[src/rtl/bram_arb_pkg.sv]
// Shared types for the two-requester byte-enable BRAM arbiter.
package bram_arb_pkg;

  localparam int NUM_REQ = 2;

  typedef logic [$clog2(NUM_REQ)-1:0] req_idx_t;

  typedef enum logic {
    OP_READ  = 1'b0,
    OP_WRITE = 1'b1
  } op_e;

  // With two requesters the "other" requester is simply the inverted index.
  function automatic req_idx_t other_req(req_idx_t r);
    return ~r;
  endfunction

endpackage

[src/rtl/bram_be_arbiter_if.sv]
// Requester + RAM bundle for bram_be_arbiter.
//
// Handshake: a request transfers in the cycle REQ_VALID[r] and REQ_READY[r]
// are both high; REQ_VALID must not depend on REQ_READY. A read response
// transfers in the cycle RESP_VALID[r] and RESP_READY[r] are both high;
// RESP_DO[r] is held unchanged while RESP_VALID[r] is high and not accepted.
// ARB_LAST reports the arbiter's last-grant state for observation.
interface bram_be_arbiter_if
  import bram_arb_pkg::*;
#(
  parameter int ADDR_WIDTH = 10,
  parameter int DATA_WIDTH = 32,
  parameter int BE_WIDTH   = DATA_WIDTH / 8
);

  logic [NUM_REQ-1:0]                 REQ_VALID;
  logic [NUM_REQ-1:0]                 REQ_READY;
  logic [NUM_REQ-1:0]                 REQ_WE;
  logic [NUM_REQ-1:0][ADDR_WIDTH-1:0] REQ_ADDR;
  logic [NUM_REQ-1:0][DATA_WIDTH-1:0] REQ_DI;
  logic [NUM_REQ-1:0][BE_WIDTH-1:0]   REQ_BE;
  logic [NUM_REQ-1:0]                 RESP_VALID;
  logic [NUM_REQ-1:0]                 RESP_READY;
  logic [NUM_REQ-1:0][DATA_WIDTH-1:0] RESP_DO;
  logic [DATA_WIDTH-1:0]              RAM_DI;
  logic [ADDR_WIDTH-1:0]              RAM_ADDR;
  logic                               RAM_WE;
  logic                               RAM_RE;
  logic [BE_WIDTH-1:0]                RAM_BE;
  logic [DATA_WIDTH-1:0]              RAM_DO;
  req_idx_t                           ARB_LAST;

  modport slave (
    input  REQ_VALID, REQ_WE, REQ_ADDR, REQ_DI, REQ_BE, RESP_READY, RAM_DO,
    output REQ_READY, RESP_VALID, RESP_DO, RAM_DI, RAM_ADDR, RAM_WE, RAM_RE,
           RAM_BE, ARB_LAST
  );

  modport master (
    output REQ_VALID, REQ_WE, REQ_ADDR, REQ_DI, REQ_BE, RESP_READY, RAM_DO,
    input  REQ_READY, RESP_VALID, RESP_DO, RAM_DI, RAM_ADDR, RAM_WE, RAM_RE,
           RAM_BE, ARB_LAST
  );

endinterface

[src/rtl/bram_arb_rr.sv]
// Two-way tie-break with last-grant state.
// Define BRAM_ARB_FIXED_PRIO_EN to make requester 0 win every tie.
module bram_arb_rr
  import bram_arb_pkg::*;
(
  input  logic               clk_i,
  input  logic               rst_i,
  input  logic [NUM_REQ-1:0] elig_i,
  output logic [NUM_REQ-1:0] grant_o,
  output req_idx_t           last_o
);

  req_idx_t last_q, last_d;

  // Single eligible requester always wins; a tie goes by the tie-break rule.
  always_comb begin
    grant_o = '0;
    case (elig_i)
      2'b01:   grant_o = 2'b01;
      2'b10:   grant_o = 2'b10;
      2'b11: begin
`ifdef BRAM_ARB_FIXED_PRIO_EN
        grant_o = 2'b01;
`else
        grant_o = 2'b01 << other_req(last_q);
`endif
      end
      default: grant_o = '0;
    endcase
  end

  // Remember who was granted most recently.
  always_comb begin
    last_d = last_q;
    if (|grant_o) last_d = req_idx_t'(grant_o[1]);
  end

  // Last-grant register; reset favours requester 0 on the first tie.
  always_ff @(posedge clk_i or posedge rst_i) begin
    if (rst_i) last_q <= req_idx_t'(1);
    else       last_q <= last_d;
  end

  assign last_o = last_q;

endmodule

[src/rtl/bram_be_arbiter.sv]
// Two-requester arbiter in front of a single-port byte-enable block RAM.
// Reads return through a one-entry response register per requester, two
// cycles after the grant. Optional macro: BRAM_ARB_FIXED_PRIO_EN (requester 0
// wins ties instead of round-robin).
module bram_be_arbiter
  import bram_arb_pkg::*;
#(
  parameter int ADDR_WIDTH = 10,
  parameter int DATA_WIDTH = 32,
  parameter int BE_WIDTH   = DATA_WIDTH / 8
)(
  input  logic              CLK,
  input  logic              RST,
  bram_be_arbiter_if.slave  bus_io
);

  logic [NUM_REQ-1:0]                 elig;
  logic [NUM_REQ-1:0]                 grant;
  logic [NUM_REQ-1:0]                 rd_pend_q, rd_pend_d;
  logic [NUM_REQ-1:0]                 resp_valid_q, resp_valid_d;
  logic [NUM_REQ-1:0][DATA_WIDTH-1:0] resp_data_q, resp_data_d;
  req_idx_t                           win;
  op_e                                win_op;
  logic [ADDR_WIDTH-1:0]              win_addr;
  logic [DATA_WIDTH-1:0]              win_di;
  logic [BE_WIDTH-1:0]                win_be;
  logic                               do_wr;
  logic                               do_rd;
  req_idx_t                           last_grant;

  // Writes are always eligible; a read needs a free response slot by the
  // time its data arrives (nothing in flight, register empty or draining).
  always_comb begin
    elig = '0;
    for (int r = 0; r < NUM_REQ; r++) begin
      elig[r] = !RST && bus_io.REQ_VALID[r] &&
                (bus_io.REQ_WE[r] ||
                 (!rd_pend_q[r] && (!resp_valid_q[r] || bus_io.RESP_READY[r])));
    end
  end

  bram_arb_rr u_rr (
    .clk_i   (CLK),
    .rst_i   (RST),
    .elig_i  (elig),
    .grant_o (grant),
    .last_o  (last_grant)
  );

  // Select the winner's operation and payload.
  always_comb begin
    win      = req_idx_t'(grant[1]);
    win_op   = bus_io.REQ_WE[win] ? OP_WRITE : OP_READ;
    win_addr = bus_io.REQ_ADDR[win];
    win_di   = bus_io.REQ_DI[win];
    win_be   = bus_io.REQ_BE[win];
    do_wr    = (|grant) && (win_op == OP_WRITE);
    do_rd    = (|grant) && (win_op == OP_READ);
  end

  // Drive the RAM and requester-facing outputs.
  always_comb begin
    bus_io.REQ_READY  = grant;
    bus_io.RAM_WE     = do_wr;
    bus_io.RAM_RE     = do_rd;
    bus_io.RAM_ADDR   = win_addr;
    bus_io.RAM_DI     = win_di;
    bus_io.RAM_BE     = do_wr ? win_be : '0;
    bus_io.RESP_VALID = resp_valid_q;
    bus_io.RESP_DO    = resp_data_q;
    bus_io.ARB_LAST   = last_grant;
  end

  // Track reads in flight and capture RAM_DO the cycle after the grant;
  // an accepted response clears valid but keeps its data.
  always_comb begin
    rd_pend_d    = '0;
    resp_valid_d = resp_valid_q;
    resp_data_d  = resp_data_q;
    for (int r = 0; r < NUM_REQ; r++) begin
      rd_pend_d[r] = grant[r] && !bus_io.REQ_WE[r];
      if (rd_pend_q[r]) begin
        resp_valid_d[r] = 1'b1;
        resp_data_d[r]  = bus_io.RAM_DO;
      end else if (bus_io.RESP_READY[r]) begin
        resp_valid_d[r] = 1'b0;
      end
    end
  end

  // Response and in-flight state; reset drops any read in flight.
  always_ff @(posedge CLK or posedge RST) begin
    if (RST) begin
      rd_pend_q    <= '0;
      resp_valid_q <= '0;
      resp_data_q  <= '0;
    end else begin
      rd_pend_q    <= rd_pend_d;
      resp_valid_q <= resp_valid_d;
      resp_data_q  <= resp_data_d;
    end
  end

endmodule

[src/flat_wrapper.sv]
// flat-port wrapper written by rule: the top's interface ports become plain ports
module bram_be_arbiter_flat import bram_arb_pkg::*;
#(
  parameter int ADDR_WIDTH = 10,
  parameter int DATA_WIDTH = 32,
  parameter int BE_WIDTH   = DATA_WIDTH / 8
)
  (CLK, RST, bus_io_REQ_VALID, bus_io_REQ_WE, bus_io_REQ_ADDR, bus_io_REQ_DI, bus_io_REQ_BE, bus_io_RESP_READY, bus_io_RAM_DO, bus_io_REQ_READY, bus_io_RESP_VALID, bus_io_RESP_DO, bus_io_RAM_DI, bus_io_RAM_ADDR, bus_io_RAM_WE, bus_io_RAM_RE, bus_io_RAM_BE, bus_io_ARB_LAST);
  bram_be_arbiter_if #(.ADDR_WIDTH(ADDR_WIDTH), .DATA_WIDTH(DATA_WIDTH), .BE_WIDTH(BE_WIDTH)) bus_io_i ();
  input  logic CLK;
  input  logic RST;
  input wire logic [$bits(bus_io_i.REQ_VALID)-1:0] bus_io_REQ_VALID;
  input wire logic [$bits(bus_io_i.REQ_WE)-1:0] bus_io_REQ_WE;
  input wire logic [$bits(bus_io_i.REQ_ADDR)-1:0] bus_io_REQ_ADDR;
  input wire logic [$bits(bus_io_i.REQ_DI)-1:0] bus_io_REQ_DI;
  input wire logic [$bits(bus_io_i.REQ_BE)-1:0] bus_io_REQ_BE;
  input wire logic [$bits(bus_io_i.RESP_READY)-1:0] bus_io_RESP_READY;
  input wire logic [$bits(bus_io_i.RAM_DO)-1:0] bus_io_RAM_DO;
  output wire logic [$bits(bus_io_i.REQ_READY)-1:0] bus_io_REQ_READY;
  output wire logic [$bits(bus_io_i.RESP_VALID)-1:0] bus_io_RESP_VALID;
  output wire logic [$bits(bus_io_i.RESP_DO)-1:0] bus_io_RESP_DO;
  output wire logic [$bits(bus_io_i.RAM_DI)-1:0] bus_io_RAM_DI;
  output wire logic [$bits(bus_io_i.RAM_ADDR)-1:0] bus_io_RAM_ADDR;
  output wire logic [$bits(bus_io_i.RAM_WE)-1:0] bus_io_RAM_WE;
  output wire logic [$bits(bus_io_i.RAM_RE)-1:0] bus_io_RAM_RE;
  output wire logic [$bits(bus_io_i.RAM_BE)-1:0] bus_io_RAM_BE;
  output wire logic [$bits(bus_io_i.ARB_LAST)-1:0] bus_io_ARB_LAST;
  assign bus_io_i.REQ_VALID = bus_io_REQ_VALID;
  assign bus_io_i.REQ_WE = bus_io_REQ_WE;
  assign bus_io_i.REQ_ADDR = bus_io_REQ_ADDR;
  assign bus_io_i.REQ_DI = bus_io_REQ_DI;
  assign bus_io_i.REQ_BE = bus_io_REQ_BE;
  assign bus_io_i.RESP_READY = bus_io_RESP_READY;
  assign bus_io_i.RAM_DO = bus_io_RAM_DO;
  assign bus_io_REQ_READY = bus_io_i.REQ_READY;
  assign bus_io_RESP_VALID = bus_io_i.RESP_VALID;
  assign bus_io_RESP_DO = bus_io_i.RESP_DO;
  assign bus_io_RAM_DI = bus_io_i.RAM_DI;
  assign bus_io_RAM_ADDR = bus_io_i.RAM_ADDR;
  assign bus_io_RAM_WE = bus_io_i.RAM_WE;
  assign bus_io_RAM_RE = bus_io_i.RAM_RE;
  assign bus_io_RAM_BE = bus_io_i.RAM_BE;
  assign bus_io_ARB_LAST = bus_io_i.ARB_LAST;
  bram_be_arbiter #(.ADDR_WIDTH(ADDR_WIDTH), .DATA_WIDTH(DATA_WIDTH), .BE_WIDTH(BE_WIDTH)) u_core (.CLK(CLK), .RST(RST), .bus_io(bus_io_i));
endmodule
[config.mk]
export PLATFORM = sky130hd
export DESIGN_NAME = bram_be_arbiter_flat
export DESIGN_NICKNAME = d
export VERILOG_FILES = /design/src/rtl/bram_arb_pkg.sv /design/src/rtl/bram_be_arbiter_if.sv /design/src/rtl/bram_arb_rr.sv /design/src/rtl/bram_be_arbiter.sv /design/src/flat_wrapper.sv
export SDC_FILE = /design/constraint.sdc
export NUM_CORES = 1
export LEC_CHECK = 0
export ABC_CLOCK_PERIOD_IN_PS = 2200
export BUFFER_PORTS_ARGS = -buffer_cell sky130_fd_sc_hd__buf_2
export CAP_MARGIN = 20
export CORE_AREA = 2 2 98 100
export CTS_BUF_LIST = sky130_fd_sc_hd__clkbuf_4
export DETAILED_ROUTE_END_ITERATION = 10
export DIE_AREA = 0 0 100 102
export PLACE_DENSITY = 0.9
export SYNTH_ARGS = -nofsm -noshare
export SYNTH_HDL_FRONTEND = slang
export SYNTH_SLANG_ARGS = --single-unit
[constraint.sdc]
create_clock -name CLK -period 2.2 [get_ports CLK]
set_input_delay 0.11 -clock CLK [delete_from_list [all_inputs] [get_ports CLK]]
set_output_delay 0.11 -clock CLK [all_outputs]
set_load 0.01 [all_outputs]
# After elaboration in Yosys (flattened, before gate mapping)

Cells that the tools add are included.
W data, S select, Z words.

ROM bits: 0
Memories: 0
Bits in writable memories: 0
Latch bits: 0
Register bits: 69
Logic and storage cells: 52
Bits of input ports: 132

Add/sub/neg operators: 0
Shift operators: 1
Equality and inequality tests: 3
Muxes and demuxes: 15
Reduce and logical (&&, ||, !) cells: 24
$mul: 0
Bitwise logic cells: 2
Magnitude comparators: 1
Div/mod/pow operators: 0

Operator list:

| kind                  | count |
|---|---|
| $mux W32              | 2 |
| $mux W10              | 2 |
| $mux W4               | 3 |
| $logic_and A1 B1 Y1   | 10 |
| $logic_not A1 Y1      | 7 |
| $mux W1               | 7 |
| $pmux W2 S3           | 1 |
| $eq A2 B2 Y1 const B  | 2 |
| $logic_or A1 B1 Y1    | 4 |
| $reduce_bool A2 Y1    | 2 |
| $eq A2 B1 Y1 const B  | 1 |
| $lt A1 B2 Y1 const B  | 1 |
| $not A1 Y1            | 2 |
| $reduce_or A2 Y1      | 1 |
| $shl A1 B1 Y2 const A | 1 |

# Logic depth before layout (Yosys ltp)

Gate-level depths: netlist of the first run.

Depth after elaboration: 12
Gate-level depth with buffers: 6
Mapped depth without buffers: 4

# By module

From an unflattened synthesis of the first run, not the netlist that was laid out.

Cells, all modules: 226
Area total of the unflattened synthesis: 3687.3 µm²

Modules (own cells, without submodules):

| module          | cells each | sequential area each (µm²) | area an instance (µm²) | instances |
|---|---|---|---|---|
| bram_be_arbiter | 219        | 1701.6                     | 3629.7                 | 1 |
| bram_arb_rr     | 7          | 26.3                       | 57.6                   | 1 |

# Worst setup path before layout of the first run

Ideal clock, no wire load.

Path kind: input -> output
Start point: input RST
End point: output bus_io_RAM_BE[0]
Arrival time: 2277 ps
Path buffers: 0
Stages: 3
Setup slack: -187 ps
Cell sequence: inv_1 > a41oi_2 > a21oi_1

Longest elaborated chain between the ends: 10
Elaborated cells on any way between the ends: 17
Classes of those cells: eq/ne (3); mux (7); reduce/logical (7)

RTL lines:

| what                                                | line                  | text |
|---|---|---|
| from (decl)                                         | flat_wrapper.sv:11    | `input logic RST;` |
| $logic_not A1 Y1 *                                  | bram_be_arbiter.sv:36 | `elig[r] = !RST && bus_io.REQ_VALID[r] &&` |
| $logic_and A1 B1 Y1 (2 in series)                   | bram_be_arbiter.sv:36 |  |
| $eq A2 B2 Y1 / $eq A2 B1 Y1 (equally long branches) | bram_arb_rr.sv:18     | `case (elig_i)` |
| $pmux W2 S3 *                                       | bram_arb_rr.sv:18     |  |
| $mux W1 (not written as such) (2 in series)         | bram_be_arbiter.sv:53 | `win_op = bus_io.REQ_WE[win] ? OP_WRITE : OP_READ;` |
| $mux W1                                             | bram_be_arbiter.sv:53 |  |
| $logic_and A1 B1 Y1                                 | bram_be_arbiter.sv:57 | `do_wr = (\|grant) && (win_op == OP_WRITE);` |
| $mux W4 *                                           | bram_be_arbiter.sv:68 | `bus_io.RAM_BE = do_wr ? win_be : '0;` |
| to (decl)                                           | flat_wrapper.sv:26    | `output wire logic [$bits(bus_io_i.RAM_BE)-1:0] bus_io_RAM_BE;` |

Mark *: on every way between the ends. The rest lies on a longest branch, timed or not. The select of a mux whose other input is x is not followed.

# Worst setup path after layout of the first run

Start point: register u_core.u_rr.last_q, in the netlist u_core.u_rr.last_o
End point: output bus_io_RAM_WE

Longest elaborated chain between the ends: 7
Elaborated cells on any way between the ends: 8
Classes of those cells: shift (1); mux (4); bitwise (1); reduce/logical (2)

RTL lines:

| what                                        | line                  | text |
|---|---|---|
| from (decl)                                 | bram_arb_rr.sv:13     | `req_idx_t last_q, last_d;` |
| from (signal assigned)                      | bram_arb_rr.sv:40     | `if (rst_i) last_q <= req_idx_t'(1);` |
| from (signal assigned)                      | bram_arb_rr.sv:41     | `else last_q <= last_d;` |
| $not A1 Y1 *                                | bram_arb_pkg.sv:15    | `return ~r;` |
| $shl A1 B1 Y2 *                             | bram_arb_rr.sv:25     | `grant_o = 2'b01 << other_req(last_q);` |
| $pmux W2 S3 *                               | bram_arb_rr.sv:18     |  |
| $mux W1 (not written as such) (2 in series) | bram_be_arbiter.sv:53 |  |
| $mux W1                                     | bram_be_arbiter.sv:53 |  |
| $logic_and A1 B1 Y1 *                       | bram_be_arbiter.sv:57 |  |
| to (decl)                                   | flat_wrapper.sv:24    | `output wire logic [$bits(bus_io_i.RAM_WE)-1:0] bus_io_RAM_WE;` |

Marks and branches as above.

==> metrics.md, run 1 <==
| Metric | Value |
|---|---|
| Status | `completed` |
| Avg Synthesized Cell Area | `14.9 um2` |
| Core region area | `9110 um2` |
| ANT cells | `0` |
| Net Count, Synth | `361` |
| Area fraction in compound gates after synthesis | `2.93%` |
| Mapped Area | `between 3000 and 4000 um2` |
| Hold Path Stages | `3` |
| Num ports | `between 200 and 250` |
| Power per cell area | `716 nW/um2` |
| CP startpoint | `u_core.u_rr.last_o$_DFFE_PP1P_` |
| Max_slew headroom | `41.9%` |
| Final instance area | `5740 um2` |
| Syn. warnings | `0` |
| Top FF cell, synth | `dfrtp_1` |
| EDFF count, synth | `0` |
| Final RePlAce weighted congestion | `0.860` |
| DRC Markers | `0` |
| Port bufs | `248` |
| Clock Tree Root | `clkbuf_4` |
| Setup ws final | `5.11 ps` |
| Vias in the first global route | `3,374` |
| WHS | `57.7 ps` |
| Fin Setup TNS | `0 ps` |
| Largest net degree at the start of global routing | `70` |
| Max Cap Viol | `0` |
| Initial antenna violation count | `1` |
| Area Growth Syn to Fin | `68.0%` |
| Synth cell count leaders | `mux2_2 (69), dfrtp_1 (68), mux2_4 (37), clkbuf_1 (7), inv_1 (5)` |
| Setup Viol. Count Final | `0` |
| Worst r2r src | `u_core.bus_io.RESP_VALID[0]$_DFFE_PP0P_` |
| Mux cell area share after synthesis | `about 40%` |
| Worst r2r path cells | `6` |
| Routed wire length | `about 13 mm` |
| Hold Path Class | `input pin to flop` |
| Worst Skew | `18.4 ps` |
| Max Fclk | `0.456 GHz` |
| Final core occ | `63.0%` |
| First-pass detailed-route iteration total | `4` |
| Area leader, netlist | `dfrtp_1` |
| Vias | `3,260` |
| Post-synthesis sequential area ratio | `between 50% and 60%` |
| Leak | `0.00299 uW` |
| CTS Buffer Depth | `2` |
| Total gr overflow | `0` |
| CTS tree | `done` |
| Top area cells in the synthesized netlist | `dfrtp_1 (50%), mux2_2 (23%), mux2_4 (16%), buf_6 (1.3%), clkbuf_1 (0.77%)` |
| Worst Path Max Fanout | `5` |
| CP peak stage delay | `between 300 and 400 ps` |
| Die X | `100 um` |
| Final net count | `671` |
| Post-Syn Instances | `around 230` |
| Antenna viol nets, final | `0` |
| Crit end category | `output port` |
| Initial Util | `~38%` |
| Flop2flop setup slack | `760 ps` |
| Post-Place Worst Slack | `193 ps` |
| Synth top area share | `49.8%` |
| WL/cell | `20.0 um` |
| RR Endpoint | `u_core.rd_pend_q[1]$_DFF_PP0_` |
| Floorplan row count | `35` |
| GR Util All Layers | `23.1%` |
| Initial DRC Count | `230` |
| Worst path cell trace | `or3b_4 -> o41a_1 -> a41oi_4 -> inv_1 -> buf_2` |
| Top-count cell post-synth | `mux2_2` |
| DP Wirelength | `9.13 mm` |
| Seq cells post-synth | `69` |
| XOR/XNOR Fraction of Synth Area | `0%` |
| Die height | `102 um` |
| Synth Area in Simple Gates | `4.80%` |
| Actual slew at the worst max-slew pin | `872 ps` |
| Min cycle time layout | `2190 ps` |
| Worst EP required | `2090 ps` |
| Layout cells sized above 1 | `76.3%` |
| Async S/R FF share, synth | `100%` |
| Die Footprint | `10,200 um2` |
| Average vias per placed instance | `4.98` |
| CP endpoint | `bus_io_RAM_WE` |
| CTS H-tree depth | `3` |
| DP Area | `4800 um2` |
| Global-route wire length before repair | `17.7 mm` |
| Crit path DAT | `2080 ps` |
| Post-synth cell types | `31` |
| Sinks on the clock net | `69` |
| CP max-delay cell | `dfstp_2` |
| Final Cycle Share | `99.8%` |
| Slew Limit Fails | `0` |
| Latest clock arrival within the worst-skew pair | `410 ps` |
| Largest family of logic cells by synthesized area | `multiplexers` |
| CP Class | `flop to output port` |
| VDD IR max | `a little under 0.5 mV` |
| RSZ-0062 raised after global routing | `yes` |
| Crit start category | `flop` |
| TritonCTS buffer count | `9` |
| Adder-cell share of the synthesized area | `0%` |
| Final Hold Vio Count | `0` |
| Reg clk slew, reported paths | `120 ps` |
critical path, delay by kind of cell (launching register included):
family,cells,cell delay (ps)
AOI/OAI and AO/OA,2,690
and+or+nand+nor,1,350
buffers and inverters,2,250
DFF,1,390
registers in the layout, summed over array words and instances (netlist names):
register                  flops
u_core.rd_pend_q              2
u_core.bus_io.RESP_VALID      2
u_core.bus_io.RESP_DO        64
u_core.u_rr.last_o            1
where the power goes:
group | internal, uW | switching (uW) | total (uW)
combinational | 837 | 684 | 1520
sequential | 1570 | 155 | 1720
clock | 371 | 495 | 866
total | 2780 | 1330 | 4110
cell families after synthesis:
logic type / after synthesis
AOI/OAI and AO/OA: 14
buffers and inverters: 17
DFF: 69
muxes: 106
and+or+nand+nor: 23
worst min-delay path by stage:
stage | from | slack, ps | end
final | bus_io_REQ_WE[0] | 60 | u_core.rd_pend_q[0]$_DFF_PP0_
after global routing | bus_io_REQ_WE[0] | 8 | u_core.rd_pend_q[0]$_DFF_PP0_
after floorplan | bus_io_REQ_WE[1] | 180 | u_core.rd_pend_q[1]$_DFF_PP0_
after global placement | bus_io_RAM_DO[11] | 350 | u_core.bus_io.RESP_DO[43]$_DFFE_PP0P_
after CTS | bus_io_REQ_WE[0] | 0.6 | u_core.rd_pend_q[0]$_DFF_PP0_
after detailed placement | bus_io_RAM_DO[26] | 360 | u_core.bus_io.RESP_DO[58]$_DFFE_PP0P_
per-stage QoR:
step	total power [uW]	cells
after floorplan	2420	229
final	4110	655
after global routing	4310	655
after global placement	2990	584
after detailed placement	3050	584
after CTS	4030	645
layer usage:
layer,up-vias,GRT usage [%],routed length [um]
met2,185,41.4,6870
met5,-,0,13
met4,2,10.0,517
met1,1584,25.2,4670
met3,39,7.32,1010
li1,1450,-,-
placed cells by master, fill, tap and decap left out, drive strengths merged, types with 2 or more instances in the layout:
| master | netlist | layout |
|---|---|---|
| nand2b | 2 | 2 |
| o21ai | 4 | 4 |
| nand3 | 4 | 4 |
| nor2 | 3 | 3 |
| clkinvlp | 0 | 2 |
| nor2b | 3 | 3 |
| buf | 5 | 273 |
| mux2 | 106 | 106 |
| dfrtp | 68 | 68 |
| a21oi | 4 | 4 |
| inv | 5 | 6 |
| or3b | 2 | 2 |
| dlygate4sd3 | 0 | 34 |
| nand2 | 1 | 4 |
| clkbuf | 7 | 11 |
| clkinv | 0 | 2 |
area by class of cell:
class	count	area, um2
inverter	5	22.5
clock inverter	6	71.3
multi-input combinational	146	1710
clock buffer	10	75.1
timing repair buffer	308	2000
sequential	69	1730
fill	693	3370
tap	111	139
what timing repair did:
item                                   4_1_cts  5_1_grt
setup endpoints to repair                   47       44
resized for setup                            9       40
hold buffers                                34        0
buffers inserted                            10        7
cloned                                       1        3
endpoints found under the hold margin       66        0
pin swaps                                    5        5
Note: power is estimated with default switching activity, not from simulation.
==> run 2: changes to the inputs <==
--- a/config.mk
+++ b/config.mk
@@ -6,13 +6,16 @@
 export NUM_CORES = 1
 export LEC_CHECK = 0
 export ABC_CLOCK_PERIOD_IN_PS = 2200
-export BUFFER_PORTS_ARGS = -buffer_cell sky130_fd_sc_hd__buf_2
+export BUFFER_PORTS_ARGS = -buffer_cell sky130_fd_sc_hd__clkbuf_2
 export CAP_MARGIN = 20
-export CORE_AREA = 2 2 98 100
+export CELL_PAD_IN_SITES_DETAIL_PLACEMENT = 0
+export CELL_PAD_IN_SITES_GLOBAL_PLACEMENT = 2
+export CORE_AREA = 2 2 128 130
 export CTS_BUF_LIST = sky130_fd_sc_hd__clkbuf_4
 export DETAILED_ROUTE_END_ITERATION = 10
-export DIE_AREA = 0 0 100 102
-export PLACE_DENSITY = 0.9
+export DIE_AREA = 0 0 130 132
+export PLACE_DENSITY = 0.89
+export RECOVER_POWER = 50
 export SYNTH_ARGS = -nofsm -noshare
 export SYNTH_HDL_FRONTEND = slang
 export SYNTH_SLANG_ARGS = --single-unit
==> metrics.md, run 2 (synthesized netlist as in run 1, its figures left out) <==
| Metric | Value |
|---|---|
| Min cycle time layout | `2140 ps (was 2190 ps)` |
| Final Hold Vio Count | `0 (unchanged)` |
| Die Footprint | `17,200 um2 (was 10,200 um2)` |
| Max reg flops | `64 (unchanged)` |
| Global-route wire length before repair | `16.9 mm (was 17.7 mm)` |
| Initial Util | `21.8% (was 37.5%)` |
| TritonCTS buffer count | `9 (unchanged)` |
| Crit end category | `output port (unchanged)` |
| Core region area | `15,700 um2 (was 9110 um2)` |
| Antenna viol nets, final | `0 (unchanged)` |
| Hold Path Class | `input pin to flop (unchanged)` |
| Worst r2r src | `u_core.rd_pend_q[0]$_DFF_PP0_ (was u_core.bus_io.RESP_VALID[0]$_DFFE_PP0P_)` |
| Sequential Area | `1730 um2 (unchanged)` |
| Final RePlAce weighted congestion | `0.928 (was 0.860)` |
| Worst Skew | `9.50 ps (was 18.4 ps)` |
| Worst Path Max Fanout | `10 (was 5)` |
| Die height | `132 um (was 102 um)` |
| Num ports | `249 (unchanged)` |
| Area Growth Syn to Fin | `60.5% (was 68.0%)` |
| Average vias per placed instance | `4.15 (was 4.98)` |
| DRC Markers | `0 (unchanged)` |
| Max_slew headroom | `31.9% (was 41.9%)` |
| Dpl cells | `688 (was 584)` |
| Final Cycle Share | `97.4% (was 99.8%)` |
| Port bufs | `248 (unchanged)` |
| Most frequent cells in the layout | `clkbuf_2 (215), mux2_2 (69), dfrtp_1 (68) (was buf_2 (221), mux2_2 (68), dfrtp_1 (68))` |
| Clock Tree Root | `clkbuf_4 (unchanged)` |
| RSZ-0062 raised after global routing | `yes (unchanged)` |
| Initial DRC Count | `61 (was 230)` |
| Routed wire length | `11.5 mm (was 13.1 mm)` |
| Crit start category | `input pin (was flop)` |
| Largest net degree at the start of global routing | `42 (was 70)` |
| GR Util All Layers | `12.7% (was 23.1%)` |
| Die X | `130 um (was 100 um)` |
| Total gr overflow | `0 (unchanged)` |
| Vias | `3,118 (was 3,260)` |
| Most common cell after layout, fill and taps aside | `clkbuf_2 (was buf_2)` |
| Total Power | `3730 uW (was 4110 uW)` |
| VDD IR max | `0.431 mV (was 0.493 mV)` |
| Post-Place Worst Slack | `212 ps (was 193 ps)` |
| Layout cells sized above 1 | `67.7% (was 76.3%)` |
| Crit path DAT | `2030 ps (was 2080 ps)` |
| Worst EP required | `2090 ps (about the same)` |
| Actual slew at the worst max-slew pin | `1020 ps (was 872 ps)` |
| First-pass detailed-route iteration total | `4 (unchanged)` |
| Reg clk slew, reported paths | `100 ps (was 120 ps)` |
| CP startpoint | `bus_io_RESP_READY[0] (was u_core.u_rr.last_o$_DFFE_PP1P_)` |
| Fill count | `1,636 (was 693)` |
| Final net count | `662 (was 671)` |
| DP Wirelength | `9.02 mm (was 9.13 mm)` |
| Sinks on the clock net | `69 (unchanged)` |
| Latest clock arrival within the worst-skew pair | `400 ps (was 410 ps)` |
| Max Fclk | `0.467 GHz (was 0.456 GHz)` |
| Leak | `0.00279 uW (was 0.00299 uW)` |
| Floorplan row count | `46 (was 35)` |
| Max Cap Viol | `0 (unchanged)` |
| Vias in the first global route | `3,291 (was 3,374)` |
| CTS tree | `done (unchanged)` |
| Status | `completed (unchanged)` |
| CTS H-tree depth | `3 (unchanged)` |
| Setup Viol. Count Final | `0 (unchanged)` |
| Fin cells | `751 (was 655)` |
| Slew Limit Fails | `0 (unchanged)` |
| Setup ws final | `57.3 ps (was 5.11 ps)` |
| ANT cells | `0 (unchanged)` |
| Min-delay src | `bus_io_RESP_READY[1] (was bus_io_REQ_WE[0])` |
| Power per cell area | `681 nW/um2 (was 716 nW/um2)` |
| Final core occ | `34.9% (was 63.0%)` |
| CTS Buffer Depth | `2 (unchanged)` |
| Area of the multi-input gates | `1640 um2 (was 1710 um2)` |
| Initial antenna violation count | `0 (was 1)` |
| WL/cell | `15.3 um (was 20.0 um)` |
| CP Class | `input pin to output port (was flop to output port)` |
run 2: cell types whose count changed in the layout (fill, tap and decap cells not counted), sizes merged:
cell / previous run / this run
clkbuf: 11 / 262
buf: 273 / 14
dlygate4sd3: 34 / 36
clkinv: 2 / 5
nand2: 4 / 1
bufinv: 1 / 0
inv: 6 / 4
run 2: timing repair:
action                     in CTS  in global routing
cloned                          0                  1
setup buffers                   9                  1
pin swaps                       5                  3
hold endpoints to repair      135                  0
gates resized for setup         7                  2
hold buffers                   36                  0
setup endpoints to repair      49                 39
run 2: metal layers:
layer,up-vias,routed length (um),track usage [%]
met5,-,0,0
met4,0,306,5.91
met3,18,1040,4.02
met2,167,6060,23.5
met1,1506,4060,12.6
li1,1427,-,-
run 2: report_power, final:
| part | internal (uW) | switching [uW] |
|---|---|---|
| clock network | 232 | 427 |
| registers | 1570 | 163 |
| logic | 716 | 627 |
| total | 2520 | 1220 |
run 2: worst paths after layout:
path,endpoint,cells past startpoint,slack (ps)
worst max-delay path,bus_io_RAM_DI[30],8,60
worst min-delay path,u_core.bus_io.RESP_VALID[1]$_DFFE_PP0P_,3,110
worst max register to register,u_core.bus_io.RESP_DO[16]$_DFFE_PP0P_,2,530
worst min register to register,u_core.bus_io.RESP_VALID[0]$_DFFE_PP0P_,1,510
max in group asynchronous,u_core.bus_io.RESP_DO[13]$_DFFE_PP0P_,4,770
min in group asynchronous,u_core.rd_pend_q[1]$_DFF_PP0_,3,210
run 2: through the flow:
step	instance area [um2]	hold WS (ps)	TNS (ps)
floorplan	3420	176	0
global placement	4920	30.1	0
detailed placement	4920	28.9	0
CTS	5490	46.5	-174
global route	5490	85.2	-741
finish	5490	106	0
run 2: final cells by class:
cell class	count	area share [%]
Sequential cell	69	31.5
Timing Repair Buffer	302	31.3
Multi-Input combinational cell	143	30.0
Tap cell	216	4.93
Clock buffer	10	1.37
Clock inverter	6	0.547
Inverter	5	0.365
run 2: critical path, cell delays in order:
cell and delay (ps):
dlygate4sd3_1 530, clkbuf_2 120, or3b_4 420, nand4_4 120, nand2_8 110, buf_12 170, mux2_4 310, clkbuf_2 130
